--- config.mk ---
export PLATFORM = sky130hd
export DESIGN_NAME = echo_indication_pipe_flat
export DESIGN_NICKNAME = d
export VERILOG_FILES = /design/src/rtl/echo_indication_pipe_if.sv /design/src/rtl/echo_indication_pipe.sv /design/src/flat_wrapper.sv
export SDC_FILE = /design/constraint.sdc
export NUM_CORES = 1
export LEC_CHECK = 0
export CORE_UTILIZATION = 35
export DETAILED_ROUTE_END_ITERATION = 10
export GPL_ROUTABILITY_DRIVEN = 0
export PLACE_DENSITY = 0.66
export SYNTH_ARGS = -nofsm -noshare
export SYNTH_HDL_FRONTEND = slang
export SYNTH_SLANG_ARGS = --single-unit
--- constraint.sdc ---
create_clock -name CLK -period 6.67 [get_ports CLK]
set_input_delay 1.334 -clock CLK [delete_from_list [all_inputs] [get_ports CLK]]
set_output_delay 1.334 -clock CLK [all_outputs]
set_load 0.005 [all_outputs]
--- src/rtl/echo_indication_pipe_if.sv ---
// Bundles the echo method call port and the framed message stream. The
// slave view belongs to the serialiser and the master view to whatever
// drives calls and consumes the stream.
interface echo_indication_pipe_if;
  logic        echo__ENA;
  logic [31:0] echo_v;
  logic        echo__RDY;
  logic [31:0] pipe_data;
  logic        pipe_valid;
  logic        pipe_last;
  logic        pipe_ready;
  logic [15:0] msg_count;
  logic        overflow;

  modport slave (
    input  echo__ENA, echo_v, pipe_ready,
    output echo__RDY, pipe_data, pipe_valid, pipe_last, msg_count, overflow
  );

  modport master (
    output echo__ENA, echo_v, pipe_ready,
    input  echo__RDY, pipe_data, pipe_valid, pipe_last, msg_count, overflow
  );
endinterface

--- src/rtl/echo_indication_pipe.sv ---
// Serialises echo(v) indication calls into two-beat framed messages:
// a header beat {METHOD_ID, length=2} followed by a payload beat holding v.
// Calls wait in a small circular FIFO; the stream side is a registered
// IDLE/HDR/PAY state machine. The FIFO head is popped only when its
// payload beat transfers, so the in-flight entry is never disturbed.
module echo_indication_pipe #(
  parameter int          DEPTH     = 2,
  parameter logic [15:0] METHOD_ID = 16'h0000
) (
  input logic                   CLK,
  input logic                   nRST,
  echo_indication_pipe_if.slave bus
);
  localparam int PTR_W = (DEPTH > 1) ? $clog2(DEPTH) : 1;
  localparam int CNT_W = $clog2(DEPTH + 1);
  localparam logic [CNT_W-1:0] FULL_CNT = CNT_W'(DEPTH);
  localparam logic [CNT_W-1:0] ONE_CNT  = CNT_W'(1);
  localparam logic [31:0]      HDR_WORD = {METHOD_ID, 16'd2};

  typedef enum logic [1:0] {IDLE, HDR, PAY} state_t;

  logic [31:0]      mem [DEPTH];
  logic [PTR_W-1:0] wr_ptr;
  logic [PTR_W-1:0] rd_ptr;
  logic [CNT_W-1:0] count;
  logic             ovf;

  state_t           state;
  logic             vld_p1;
  logic             last_p1;
  logic [31:0]      data_p1;
  logic [15:0]      msg_cnt;

  logic rdy;
  logic enq;
  logic deq;
  logic more_after_pop;

  // Ready comes from registered occupancy only, so a pop in the same cycle
  // cannot open the door for a call.
  assign rdy = (count != FULL_CNT);
  assign enq = bus.echo__ENA & rdy;
  assign deq = (state == PAY) & bus.pipe_ready;
  // PAY implies count >= 1, so something remains if count > 1 or a call lands now.
  assign more_after_pop = (count > ONE_CNT) | enq;

  assign bus.echo__RDY  = rdy;
  assign bus.pipe_valid = vld_p1;
  assign bus.pipe_last  = last_p1;
  assign bus.pipe_data  = data_p1;
  assign bus.msg_count  = msg_cnt;
  assign bus.overflow   = ovf;

  // FIFO storage: written on accept, never reset (pure data).
  always_ff @(posedge CLK) begin
    if (enq) begin
      mem[wr_ptr] <= bus.echo_v;
    end
  end

  // FIFO pointers, occupancy and sticky overflow flag.
  always_ff @(posedge CLK) begin
    if (!nRST) begin
      wr_ptr <= '0;
      rd_ptr <= '0;
      count  <= '0;
      ovf    <= 1'b0;
    end else begin
      if (enq) begin
        wr_ptr <= (wr_ptr == PTR_W'(DEPTH - 1)) ? '0 : wr_ptr + PTR_W'(1);
      end
      if (deq) begin
        rd_ptr <= (rd_ptr == PTR_W'(DEPTH - 1)) ? '0 : rd_ptr + PTR_W'(1);
      end
      case ({enq, deq})
        2'b10:   count <= count + ONE_CNT;
        2'b01:   count <= count - ONE_CNT;
        default: count <= count;
      endcase
      if (bus.echo__ENA && !rdy) begin
        ovf <= 1'b1;
      end
    end
  end

  // Stream state machine with registered beat outputs and message counter.
  always_ff @(posedge CLK) begin
    if (!nRST) begin
      state   <= IDLE;
      vld_p1  <= 1'b0;
      last_p1 <= 1'b0;
      data_p1 <= '0;
      msg_cnt <= '0;
    end else begin
      case (state)
        IDLE: begin
          if (count != '0) begin
            state   <= HDR;
            vld_p1  <= 1'b1;
            last_p1 <= 1'b0;
            data_p1 <= HDR_WORD;
          end
        end
        HDR: begin
          if (bus.pipe_ready) begin
            state   <= PAY;
            last_p1 <= 1'b1;
            data_p1 <= mem[rd_ptr];
          end
        end
        PAY: begin
          if (bus.pipe_ready) begin
            msg_cnt <= msg_cnt + 16'd1;
            if (more_after_pop) begin
              state   <= HDR;
              last_p1 <= 1'b0;
              data_p1 <= HDR_WORD;
            end else begin
              state   <= IDLE;
              vld_p1  <= 1'b0;
              last_p1 <= 1'b0;
            end
          end
        end
        default: begin
          state   <= IDLE;
          vld_p1  <= 1'b0;
          last_p1 <= 1'b0;
        end
      endcase
    end
  end
endmodule
--- src/flat_wrapper.sv ---
// flat-port wrapper written by rule: the top's interface ports become plain ports
module echo_indication_pipe_flat 
#(
  parameter int          DEPTH     = 2,
  parameter logic [15:0] METHOD_ID = 16'h0000
)
  (CLK, nRST, bus_echo__ENA, bus_echo_v, bus_pipe_ready, bus_echo__RDY, bus_pipe_data, bus_pipe_valid, bus_pipe_last, bus_msg_count, bus_overflow);
  echo_indication_pipe_if bus_i ();
  input logic CLK;
  input logic nRST;
  input wire logic [$bits(bus_i.echo__ENA)-1:0] bus_echo__ENA;
  input wire logic [$bits(bus_i.echo_v)-1:0] bus_echo_v;
  input wire logic [$bits(bus_i.pipe_ready)-1:0] bus_pipe_ready;
  output wire logic [$bits(bus_i.echo__RDY)-1:0] bus_echo__RDY;
  output wire logic [$bits(bus_i.pipe_data)-1:0] bus_pipe_data;
  output wire logic [$bits(bus_i.pipe_valid)-1:0] bus_pipe_valid;
  output wire logic [$bits(bus_i.pipe_last)-1:0] bus_pipe_last;
  output wire logic [$bits(bus_i.msg_count)-1:0] bus_msg_count;
  output wire logic [$bits(bus_i.overflow)-1:0] bus_overflow;
  assign bus_i.echo__ENA = bus_echo__ENA;
  assign bus_i.echo_v = bus_echo_v;
  assign bus_i.pipe_ready = bus_pipe_ready;
  assign bus_echo__RDY = bus_i.echo__RDY;
  assign bus_pipe_data = bus_i.pipe_data;
  assign bus_pipe_valid = bus_i.pipe_valid;
  assign bus_pipe_last = bus_i.pipe_last;
  assign bus_msg_count = bus_i.msg_count;
  assign bus_overflow = bus_i.overflow;
  echo_indication_pipe #(.DEPTH(DEPTH), .METHOD_ID(METHOD_ID)) u_core (.CLK(CLK), .nRST(nRST), .bus(bus_i));
endmodule
Word-level counts from Yosys, hierarchy flattened
Memories as Yosys holds them, arrays and structs flattened. A register that Yosys moved wholly into a read port is not among the register bits. Index checks and enable logic that the tools add are counted.

Memories: 1. Bits of input ports: 36. Memory bits (writable): 64. Bits in registers: 57. Word-level logic and storage cells: 65.

Memory list: u_core.mem (depth 2, bits a word 32, read ports 1, clocked after memory_dff 1, write ports 1, line echo_indication_pipe.sv:22) `logic [31:0] mem [DEPTH];`.

$add $sub $neg: 5. Eq/ne operators: 10. Multiplexer cells: 25. $lt $le $gt $ge: 1. Reduce and logical (&&, ||, !) cells: 10. Bitwise logic cells: 4.

Operators by type and width (number): 32-bit two-way mux (4); 32-bit case mux with 3 select lines (1); 16-bit by 1-bit adder with 16-bit output (second input constant) (1); 1-bit two-way mux (13); 2-bit != test (second input constant) (4); 2-bit two-way mux (3); 1-bit case mux with 3 select lines (2); 2-bit case mux with 3 select lines (1); 5-bit AND reduction (1); 2-bit by 1-bit == test with 1-bit output (second input constant) (2); 2-bit == test (second input constant) (2); 2-bit by 1-bit != test with 1-bit output (second input constant) (2); 2-bit case mux with 2 select lines (1); 4-bit AND reduction (1); 2-bit nonzero test (2); 3-bit AND reduction (1); 3-bit nonzero test (1); 1-bit adder (second input constant) (2); 2-bit by 1-bit adder with 2-bit output (second input constant) (1); 1-bit bitwise AND (2); 2-bit by 1-bit > comparator with 1-bit output (second input constant) (1); 2-bit logical NOT (1); 2-bit AND reduction (1); 2-bit by 1-bit subtractor with 2-bit output (second input constant) (1); other kinds (4) (4).

Logic depth before layout (Yosys ltp)
Depth in word-level cells: 6. Mapped depth: 7.

Worst setup path after synthesis
Ideal clock, no wire load.

Path kind: input port to flip-flop. Start: input port bus_echo__ENA. End: memory u_core.mem[0][0] (enable). Stages: 2. Setup slack: 3423 ps. Arrival: 2826 ps. Data required time: 6249 ps. Cell sequence: nand2b_1 > nor2_1.

Word-level cells in the longest chain between the ends: 3.

Ends and longest elaborated chain: start: declaration (line flat_wrapper.sv:11) `input wire logic [$bits(bus_i.echo__ENA)-1:0] bus_echo__ENA;`; 1-bit bitwise AND (line echo_indication_pipe.sv:42) `assign enq = bus.echo__ENA & rdy;`; 1-bit two-way mux (line echo_indication_pipe.sv:56) `if (enq) begin`; 1-bit two-way mux (not written as such) (line echo_indication_pipe.sv:57) `mem[wr_ptr] <= bus.echo_v;`; end: declaration (line echo_indication_pipe.sv:22).

No other way between the ends.

==> results.ini <==
[grt]
grt_pass1_wl_um = 15400
grtUsageTotal = 0.146
grt_overflow_total = 0
grt_pass1_vias = 3067
antenna_found_initial = 0
grt_max_degree = 35

[synth]
yosysSeqAreaShare = 0.649
ys_top_cells_by_count = nand2_1, edfxtp_1, dfxtp_1, mux2i_1, mux2_2
async_flop_share = 0
netlist_instances = 374
synth_area_leaders = edfxtp_1, dfxtp_1, mux2_2
yosys_warnings = 0
yosysMostFrequentCell = nand2_1
yosysTopAreaCellShare = 0.407
netlist_area_mm2 = 0.00472
synth_fp_nets = 415
synth_seq_cells = 121
synth_edf_count = 64
avgSynthCellArea_um2 = 12.6
synth_cell_types = 34
synth_largest_area_cell = edfxtp_1
ys.flop_type = edfxtp_1

[setup_path]
crit_type = in -> reg
r2r_setup_slack_ps = 4260
r2r_cells = 6
worstPathCellList = buf_2 > clkinv_1 > nor3b_2 > buf_4 > nand2_1 > mux2i_1
reg2reg_from = u_core.count[0]
crit_required_ps = 7000
endpoint = u_core.bus.pipe_data[26]
r2r_end = u_core.bus.pipe_data[18]
worst_path_max_delay_cell = clkinv_1
cp_max_fo = 34
critPathCaptureType = flop
startpoint_type = input pin
slowest_delay_ps = 800
crit_arrival_ps = 3670
crit_path_start = nRST

[timing]
setup_viol = 0
period_share = 0.500
fin_crit_ps = 3330
max_slew_margin = 0.231
fin_skew_ps = 7.43
setup_tns_ps = 0
hold_viol = 0
worst_pin_slew_ps = 1150
slew_viol_final = 0
fmax_ghz = 0.300
rsz0062_at_grt = false
whs_ps = 458

[drt]
vias = 3026
drtIter0Drc = 205
ant_nets = 0
viasPerCell = 4.64
remaining_drc_errors = 0
avgRoutedWirePerCell_um = 14.6
wl_um = 9500
drtPass1Iterations = 4

[floorplanning]
coreArea_mm2 = 0.0132
ios = 88
rows = 42
fp.dieW_um = 118
die_height_um = 118
die-area_mm2 = 0.0140
start_util = 0.358

[clock_tree]
post_cts_buffers = 0
cts_root_buf = clkbuf_16
cts_sinks = 121
cts_tree = built
worstSkewPairLatency_ps = 410
cts-hold-fix-buffers = 0
cts.path.max_buffers = 2
cts_buffers = 17
clk_pin_slew_ps = 60
cts_resized = 0
htreeDepth = 4

[min_path]
min_path_type = reg -> reg
hold_depth = 2

[cells_and_area]
antenna_cells = 0
drive_gt1_frac = 0.155
multi_input_comb_area_mm2 = 0.00157
fillers = 1166
syn_to_final_growth_pct = 35.0
regArea_mm2 = 0.00306
layout.nets = 504

[power]
power_density_mw_per_mm2 = 331
leakage_nw = 2.28
ir_drop_mv = 0.171

[place]
place_hpwl_um = 6080
io_buffer_count = 87

[run]
maxCapViolCount = 0

[outcome]
status = complete, no violations

registers in the layout (all words and copies together), names as in the netlist, named ones only:
signal and cells:
u_core.mem 64, u_core.bus.msg_count 16, u_core.bus.pipe_data 32, u_core.bus.overflow 1, u_core.rd_ptr 1, u_core.state 2
u_core.bus.pipe_valid 1, u_core.wr_ptr 1, u_core.count 2
stage by stage:
step	cells	power, W	util	area (um^2)	worst slack [ps]
finish	652	0.00211	0.483	6370	3340
global route	652	0.00220	0.483	6370	3150
CTS	652	0.00214	0.483	6370	3310
detailed placement	620	0.00119	0.437	5760	2900
global placement	620	0.00118	0.437	5760	3040
floorplan	374	0.00107	-	4720	3420
power by group:
| part | internal (W) | switching, W |
|---|---|---|
| logic | 0.000140 | 0.000139 |
| clock network | 0.000595 | 0.000344 |
| registers | 0.000859 | 0.0000329 |
cell usage in the layout (no fill, tap or decap), drive strengths merged, types with 5 or more instances in the layout:
master and n:
a21oi 11, clkbuf 17, clkdlybuf4s50 86, dfxtp 57
edfxtp 64, ha 5, inv 13, mux2 31
mux2i 33, nand2 70, nand4 5, nor2 26
xnor2 5, xor2 8
critical path: cells and delay by family:
family | cells | cell delay [ps]
and+or+nand+nor | 2 | 490
buffers and inverters | 3 | 1690
muxes | 1 | 140
worst min path at each step:
stage | start | end | slack, ps
after floorplan | u_core.bus.pipe_data[16] | u_core.bus.pipe_data[16] | 450
after global placement | u_core.bus.pipe_data[7] | u_core.bus.pipe_data[7] | 450
after detailed placement | u_core.bus.pipe_data[2] | u_core.bus.pipe_data[2] | 450
after CTS | u_core.bus.pipe_data[2] | u_core.bus.pipe_data[2] | 460
after global routing | u_core.bus.pipe_data[2] | u_core.bus.pipe_data[2] | 480
final | u_core.bus.pipe_data[2] | u_core.bus.pipe_data[2] | 460
layout make-up:
| class | instances | share of cell area |
|---|---|---|
| multi-input combinational | 226 | 0.246 |
| timing repair buffer | 88 | 0.137 |
| clock buffer | 17 | 0.0667 |
| clock inverter | 15 | 0.0298 |
| sequential | 121 | 0.481 |
| tap | 176 | 0.0346 |
| inverter | 9 | 0.00530 |
cells by family after synthesis:
group                    Yosys count  share of synthesized area
XOR/XNOR                          13                     0.0241
adder cells (fa/ha/maj)            5                     0.0133
multiplexers                      64                      0.144
buffers and inverters             27                     0.0236
AO/OA/AOI/OAI                     19                     0.0236
flip-flops                       121                      0.649
AND/OR/NAND/NOR                  125                      0.122
per-layer routing:
layer | track usage | share of wire | routed length, um
met1 | 0.161 | 0.43 | 4110
met2 | 0.257 | 0.51 | 4890
met3 | 0.0446 | 0.043 | 407
met4 | 0.0641 | 0.0096 | 91
met5 | 0 | 0 | 0
(Power assumes the default switching activity.)
